[src/rtl/dm_ctrl.sv]
// dm_ctrl -- data-memory access sequencer between the MEM stage and the
// shared data bus. Accepts one load/store at a time, derives byte lane
// enables from the access width and address low bits, runs a registered
// request/acknowledge bus transaction while stalling the pipeline, and
// returns lane-aligned, sign/zero-extended load data. A watchdog aborts a
// transaction that sees no bus_ack within TIMEOUT cycles.
//
// Parameters:
//   TIMEOUT      max BUS-state cycles without bus_ack (1..255)
// Optional build macro:
//   DM_ALIGN_CHECK_EN  misaligned H/W accesses are illegal (adel/ades)
// Ports:
//   clk, rst                 clock, synchronous active-high reset
//   req, we, besel,          MEM-stage request, direction, width,
//   ld_unsigned, addr, wdata extension mode, byte address, store data
//   stall, done, rdata       pipeline freeze, completion pulse, load data
//   adel, ades, bus_err      load/store address error, watchdog abort
//   bus_req, bus_we,         bus request, write, word address,
//   bus_addr, bus_be,        lane enables, replicated store data
//   bus_wdata
//   bus_rdata, bus_ack       bus read word, bus completion

module dm_ctrl #(
  parameter int unsigned TIMEOUT = 255
) (
  input  logic        clk,
  input  logic        rst,
  input  logic        req,
  input  logic        we,
  input  logic [1:0]  besel,
  input  logic        ld_unsigned,
  input  logic [31:0] addr,
  input  logic [31:0] wdata,
  output logic        stall,
  output logic        done,
  output logic [31:0] rdata,
  output logic        adel,
  output logic        ades,
  output logic        bus_err,
  output logic        bus_req,
  output logic        bus_we,
  output logic [29:0] bus_addr,
  output logic [3:0]  bus_be,
  output logic [31:0] bus_wdata,
  input  logic [31:0] bus_rdata,
  input  logic        bus_ack
);

  localparam logic [1:0] BESEL_W = 2'b00;
  localparam logic [1:0] BESEL_H = 2'b01;
  localparam logic [1:0] BESEL_B = 2'b10;

  // Last watchdog value before abort: counter starts at 0 in the first BUS
  // cycle, so hitting TIMEOUT-1 without ack ends the TIMEOUT-th cycle.
  localparam logic [7:0] WD_LAST = 8'(TIMEOUT - 1);

  typedef enum logic [1:0] {
    S_IDLE,
    S_BUS,
    S_DONE
  } state_t;

  state_t      state_q, state_d;
  logic        we_q, we_d;
  logic [1:0]  besel_q, besel_d;
  logic        uns_q, uns_d;
  logic [31:0] addr_q, addr_d;
  logic [3:0]  be_q, be_d;
  logic [31:0] wdata_q, wdata_d;
  logic [7:0]  wd_q, wd_d;
  logic        err_q, err_d;
  logic [31:0] rdata_q, rdata_d;

  // Request decode (combinational on live MEM-stage inputs)
  logic        legal;
  logic [3:0]  be_new;
  logic [31:0] wdata_new;

  always_comb begin
    legal     = 1'b1;
    be_new    = '0;
    wdata_new = wdata;
    case (besel)
      BESEL_W: begin
        be_new = 4'b1111;
`ifdef DM_ALIGN_CHECK_EN
        if (addr[1:0] != 2'b00) legal = 1'b0;
`endif
      end
      BESEL_H: begin
        be_new    = addr[1] ? 4'b1100 : 4'b0011;
        wdata_new = {2{wdata[15:0]}};
`ifdef DM_ALIGN_CHECK_EN
        if (addr[0]) legal = 1'b0;
`endif
      end
      BESEL_B: begin
        be_new    = 4'b0001 << addr[1:0];
        wdata_new = {4{wdata[7:0]}};
      end
      default: legal = 1'b0;
    endcase
  end

  // Read-lane select and extension from the latched access fields
  logic [31:0] ld_ext;
  logic [7:0]  ld_byte;
  logic [15:0] ld_half;

  always_comb begin
    ld_byte = bus_rdata[{addr_q[1:0], 3'b000} +: 8];
    ld_half = bus_rdata[{addr_q[1], 4'b0000} +: 16];
    case (besel_q)
      BESEL_B: ld_ext = {{24{~uns_q & ld_byte[7]}}, ld_byte};
      BESEL_H: ld_ext = {{16{~uns_q & ld_half[15]}}, ld_half};
      default: ld_ext = bus_rdata;
    endcase
  end

  always_ff @(posedge clk) begin
    if (rst) begin
      state_q <= S_IDLE;
      we_q    <= 1'b0;
      besel_q <= '0;
      uns_q   <= 1'b0;
      addr_q  <= '0;
      be_q    <= '0;
      wdata_q <= '0;
      wd_q    <= '0;
      err_q   <= 1'b0;
      rdata_q <= '0;
    end else begin
      state_q <= state_d;
      we_q    <= we_d;
      besel_q <= besel_d;
      uns_q   <= uns_d;
      addr_q  <= addr_d;
      be_q    <= be_d;
      wdata_q <= wdata_d;
      wd_q    <= wd_d;
      err_q   <= err_d;
      rdata_q <= rdata_d;
    end
  end

  always_comb begin
    state_d = state_q;
    we_d    = we_q;
    besel_d = besel_q;
    uns_d   = uns_q;
    addr_d  = addr_q;
    be_d    = be_q;
    wdata_d = wdata_q;
    wd_d    = wd_q;
    err_d   = err_q;
    rdata_d = rdata_q;
    case (state_q)
      S_IDLE: begin
        if (req && legal) begin
          we_d    = we;
          besel_d = besel;
          uns_d   = ld_unsigned;
          addr_d  = addr;
          be_d    = be_new;
          wdata_d = wdata_new;
          wd_d    = '0;
          err_d   = 1'b0;
          state_d = S_BUS;
        end
      end
      S_BUS: begin
        // An ack in the final watchdog cycle still completes normally.
        if (bus_ack) begin
          rdata_d = we_q ? '0 : ld_ext;
          state_d = S_DONE;
        end else if (wd_q == WD_LAST) begin
          rdata_d = '0;
          err_d   = 1'b1;
          state_d = S_DONE;
        end else begin
          wd_d = wd_q + 8'd1;
        end
      end
      S_DONE: begin
        state_d = S_IDLE;
      end
      default: state_d = S_IDLE;
    endcase
  end

  logic in_idle, in_bus, in_done;
  assign in_idle = (state_q == S_IDLE);
  assign in_bus  = (state_q == S_BUS);
  assign in_done = (state_q == S_DONE);

  assign stall     = (in_idle & req & legal) | in_bus;
  assign done      = in_done;
  assign bus_err   = in_done & err_q;
  assign rdata     = rdata_q;
  assign adel      = in_idle & req & ~legal & ~we;
  assign ades      = in_idle & req & ~legal & we;
  assign bus_req   = in_bus;
  assign bus_we    = in_bus & we_q;
  assign bus_addr  = in_bus ? addr_q[31:2] : '0;
  assign bus_be    = in_bus ? be_q : '0;
  assign bus_wdata = in_bus ? wdata_q : '0;

endmodule

[config.mk]
export PLATFORM = sky130hd
export DESIGN_NAME = dm_ctrl
export DESIGN_NICKNAME = d
export VERILOG_FILES = /design/src/rtl/dm_ctrl.sv
export SDC_FILE = /design/constraint.sdc
export NUM_CORES = 1
export LEC_CHECK = 0
export ABC_AREA = 1
export BUFFER_PORTS_ARGS = -buffer_cell sky130_fd_sc_hd__buf_2
export CAP_MARGIN = 20
export CORE_UTILIZATION = 32
export DETAILED_ROUTE_END_ITERATION = 10
export GPL_TIMING_DRIVEN = 0
export SLEW_MARGIN = 20
export SYNTH_ARGS = -nofsm -noshare
export SYNTH_HDL_FRONTEND = slang
export SYNTH_SLANG_ARGS = --single-unit
[constraint.sdc]
create_clock -name clk -period 1.55 [get_ports clk]
set_clock_uncertainty 0.05 [all_clocks]
set_input_delay 0.155 -clock clk [delete_from_list [all_inputs] [get_ports clk]]
set_output_delay 0.155 -clock clk [all_outputs]
set_load 0.005 [all_outputs]
# Word level (Yosys, flattened, before mapping)
# Cells that the tools add are included.
# W data, S select, Z words.
dict set report word_totals {
  in_bits 104
  register_bits 115
  out_inout_bits 105
  word_cells 73
}
dict set report classes {
  mux 23
  eq_ne 12
  shifts 3
  addsub 1
  bitwise 13
  reduce_logical 11
}
# operator n
set op_table {}
lappend op_table {{$mux W32} 4}
lappend op_table {{$pmux W32 S2} 2}
lappend op_table {{$shiftx A32 B6 Y16} 1}
lappend op_table {{$shiftx A32 B6 Y8} 1}
lappend op_table {{$mux W30} 1}
lappend op_table {{$mux W8} 3}
lappend op_table {{$pmux W8 S2} 1}
lappend op_table {{$pmux W4 S3} 1}
lappend op_table {{$and A1 B1 Y1} 9}
lappend op_table {{$add A8 B1 Y8 const B} 1}
lappend op_table {{$eq A8 B8 Y1 const B} 1}
lappend op_table {{$mux W4} 2}
lappend op_table {{$reduce_and A4 Y1} 2}
lappend op_table {{$eq A2 B1 Y1 const B} 3}
lappend op_table {{$eq A2 B2 Y1 const B} 3}
lappend op_table {{$mux W2} 3}
lappend op_table {{$reduce_and A2 Y1} 3}
lappend op_table {{$logic_not A2 Y1} 2}
lappend op_table {{$mux W1} 4}
lappend op_table {{$ne A2 B1 Y1 const B} 2}
lappend op_table {{$ne A2 B2 Y1 const B} 2}
lappend op_table {{$pmux W2 S2} 1}
lappend op_table {{$reduce_bool A2 Y1} 2}
lappend op_table {{$shl A1 B2 Y4 const A} 1}
lappend op_table {{other kinds (6)} 8}

# Depth between registers and ports, before layout
dict set report logic_depth {
  depth_word 6
  ltp_mapped 11
  depth_no_buf 10
}

# Worst setup path before layout
# Ideal clock, no wire load.
dict set report synth_timing {
  path_type {register to register}
  start {register besel_q[0]}
  end {register rdata_q[7], in the netlist rdata[7]}
  required_ns 1.368
  path_buffers 1
  stages_incl_launch_ff 8
  setup_slack_ns -0.012
  setup_time_ns 0.132
  period_less_slack_ns 1.562
  arrival_ns 1.380
  path_cell_list {dfxtp_1 > inv_1 > ha_1 > inv_2 > clkbuf_1 > nand2_1 > o21ai_1 > a21oi_1}
}
dict set report synth_between {
  elab_chain_cells 4
  elab_cells_between_ends 5
  classes_between {eq/ne (2); mux (3)}
}
# item line
set synth_rtl {}
lappend synth_rtl {{from (decl)} 65} ;# logic [1:0] besel_q, besel_d;
lappend synth_rtl {{from (signal assigned)} 135} ;# besel_q <= besel_d;
lappend synth_rtl {{$eq A2 B1 Y1 / $eq A2 B2 Y1 (equally long branches)} 113} ;# case (besel_q)
lappend synth_rtl {{$pmux W32 S2 (*)} 113}
lappend synth_rtl {{$mux W32 (*)} 174} ;# rdata_d = we_q ? '0 : ld_ext;
lappend synth_rtl {{$mux W32 (*)} 173} ;# if (bus_ack) begin
lappend synth_rtl {{to (signal assigned)} 142} ;# rdata_q <= rdata_d;
lappend synth_rtl {{to (decl)} 72} ;# logic [31:0] rdata_q, rdata_d;
# Mark *: on every way between the ends. The rest lies on a longest branch, timed or not.
# A chain may end at the register's enable or synchronous reset.

# Worst setup path after layout
dict set report layout_timing {
  start {register state_q[1]}
  end {output port bus_wdata[26]}
}
dict set report layout_between {
  elab_chain_cells 2
}
# item line
set layout_rtl {}
lappend layout_rtl {{from (decl)} 63} ;# state_t state_q, state_d;
lappend layout_rtl {{from (signal assigned)} 133} ;# state_q <= state_d;
lappend layout_rtl {{$eq A2 B1 Y1} 193} ;# assign in_bus = (state_q == S_BUS);
lappend layout_rtl {{$mux W32} 206} ;# assign bus_wdata = in_bus ? wdata_q : '0;
lappend layout_rtl {{to (decl)} 44} ;# output logic [31:0] bus_wdata,
# No other way between the ends.

==> impl_metrics.tcl <==
set metrics [dict create \
    run_status "finished with violations" \
    violations "negative setup slack" \
    synthesis.nets 998 \
    fmax_mhz 575.7 \
    irDropWorstVdd_uv 810.2 \
    ys_seq_area_share_pct 39.76 \
    cp-end-kind "output port" \
    critPathRequiredTime_ps 1340 \
    cp_max_fo 6 \
    ctsRootBufferMaster "clkbuf_16" \
    antenna_left 0 \
    drcViolationCount 0 \
    ys_ff_latch 115 \
    p_leak_nw 4.243 \
    drv_cap 0 \
    slew-limit-headroom_pct 54.53 \
    clk_pin_slew_ps 60 \
    finalHoldViolCount 0 \
    grt_pass1_vias 6491 \
    synth.avg_cell_area_sq_um 6.536 \
    cts.sinks 115 \
    p_per_area_nw_per_um2 996.5 \
    first_iter_violations 373 \
    post_drt_wl_per_cell_um 15.03 \
    crit_path_start_kind "flop" \
    hold_path_class "primary input to flop" \
    grt_pass1_wl_um 32280 \
    dp_slack_ps -372.1 \
    ioPinCount 209 \
    core-area_sq_um 17480 \
    clk-insertion-delay-late_ps 420 \
    initial_core_util_pct 33.13 \
    portBuffers 207 \
    vias 6962 \
    criticalPathCategory "flop to output port" \
    syn_inst 886 \
    yosys.area_share.simple_pct 26.30 \
    drt_wl_total_um 21640 \
    setup_viol 99 \
    fin_crit_ps 1737 \
    rows 48 \
    fillers 1636 \
    synth_top_family_by_area "simple AND/OR/NAND/NOR gates" \
    synthAdderAreaFrac_pct 1.729 \
    rsz0062_at_grt "yes" \
    fin_crit_sh_pct 112.1 \
    hpwlAfterDp_um 14350 \
    synth_cell_types 31 \
    track_usage_pct 22.47 \
    drtPass1Iterations 6 \
    worst_slew_pin_slew_ps 682.0 \
    critPathArrivalTime_ps 1530 \
    final_common_cell "buf_2" \
    mostFrequentLayoutCells "buf_2 (212), nand2_1 (171), inv_1 (111), dfxtp_1 (106), a21oi_1 (84)" \
    synthArstFlopShare_pct 0 \
    fp.dieH_um 136.5 \
    nets 1313 \
    fin_ws_ps -187.1 \
    via_per_inst 4.835 \
    seq_area_sq_um 2313 \
    cts.path.max_buffers 2 \
    synthMuxAreaShare_pct 0 \
    drive_above_1_share_pct 38.47 \
    multi_input_area_sq_um 3412 \
    ys_warn_count 0 \
    cts_tree "yes" \
    syn_to_final_growth_pct 64.80 \
    synth_edf_count 0 \
    synth_compound_area_share_pct 19.84 \
    gp_congestion 0.9164 \
    synth-main-ff-cell "dfxtp_1" \
    syn-cell-area_sq_um 5791 \
    grt_overflow_total 0 \
    die_area_sq_um 18640 \
    synth_xor_area_share_pct 0.3025 \
    grt_max_degree 17 \
    drv_slew 0 \
    die_w_um 136.5 \
    whs_ps 17.92 \
    antenna_found_initial 1 \
    h-tree-depth 4 \
    cts-buffers-inserted 17 \
]
## cell usage after synthesis (2+ instances only)
master / number / area share [%]
nand2_2: 4 / 0.43
a21oi_1: 128 / 11
dfxtp_1: 115 / 40
inv_2: 5 / 0.32
buf_6: 4 / 0.78
ha_1: 8 / 1.7
nor2_4: 2 / 0.39
buf_2: 13 / 1.1
nand4_1: 4 / 0.43
o21ai_0: 69 / 6.0
nand3_1: 38 / 3.3
inv_1: 114 / 7.4
nand2_1: 189 / 12
buf_1: 2 / 0.13
a31oi_1: 9 / 0.97
nand2_4: 2 / 0.39
clkinv_1: 2 / 0.13
a22o_1: 9 / 1.4
nor2_1: 126 / 8.2
clkbuf_1: 32 / 2.1
## through the flow
stage               power (mW)  utilization [%]  area (sq um)  std cells  TNS (ps)
detailed placement       4.815            40.69          7111       1318    -26320
finish                   9.510            54.60          9543       1440    -11270
global placement         4.809            40.69          7111       1318    -25510
floorplan                4.243                -          5793        886         0
CTS                      9.239            50.60          8843       1426    -14360
global route             9.918            54.60          9543       1440    -19480
## path summary, 6_finish.rpt
kind / startpoint / to / cells past startpoint / slack [ps]
worst max-delay path: state_q[1] / bus_wdata[26] / 7 / -190
worst min-delay path: wdata[7] / wdata_q[7] / 3 / 20
worst max register to register: state_q[1] / rdata[8] / 10 / -100
worst min register to register: addr_q[25] / addr_q[25] / 2 / 400
## state kept, by name, summed over array words and instances (netlist names)
signal / cells
addr_q: 32
be_q: 4
besel_q: 2
err_q: 1
rdata: 32
state_q: 2
uns_q: 1
wd_q: 8
wdata_q: 32
we_q: 1
## cell families (layout without fill, tap and decap cells)
logic type / Yosys count / count (layout)
other: 0 / 1
buffers and inverters: 173 / 501
flip-flops: 115 / 115
adder cells (fa/ha/maj): 8 / 8
AO/OA/AOI/OAI: 219 / 219
XOR/XNOR: 2 / 2
AND/OR/NAND/NOR: 369 / 369
## per-layer routing
layer / part of all wire [%] / vias up / track usage, %
met5: 0 / - / 0
met4: 1.8 / 0 / 6.852
met3: 6.3 / 28 / 4.667
met2: 48 / 242 / 37.65
met1: 44 / 3240 / 28.81
li1: - / 3452 / -
## where the power goes
group          internal, mW  switching (mW)
clock                  2.47            1.56
sequential             3.17          0.0975
combinational         0.944            1.27
total                  6.58            2.93
## worst max-delay path: stages, from the launching register on
cell and delay, ps:
dfxtp_2 340, inv_2 80, nand2_4 60, buf_12 130, buf_12 140, buf_12 140, nor2_4 90, buf_2 120
## repair_timing
| item | in CTS | in global routing |
|---|---|---|
| setup endpoints to repair | 140 | 162 |
| hold buffers | 54 | 0 |
| pin swaps | 11 | 55 |
| resized for setup | 115 | 180 |
| setup buffers | 12 | 15 |
| cloned | 10 | 1 |
| endpoints found under the hold margin | 54 | 0 |
## area by class of cell
class,count,area share (%)
clock buffer,19,4.746
clock inverter,13,1.586
multi-input combinational,598,35.75
inverter,121,4.877
buffer,51,4.445
antenna,1,0.02622
timing repair buffer,297,21.37
tap,225,2.950
sequential,115,24.24
No activity file was read; power rests on OpenSTA's default activity.
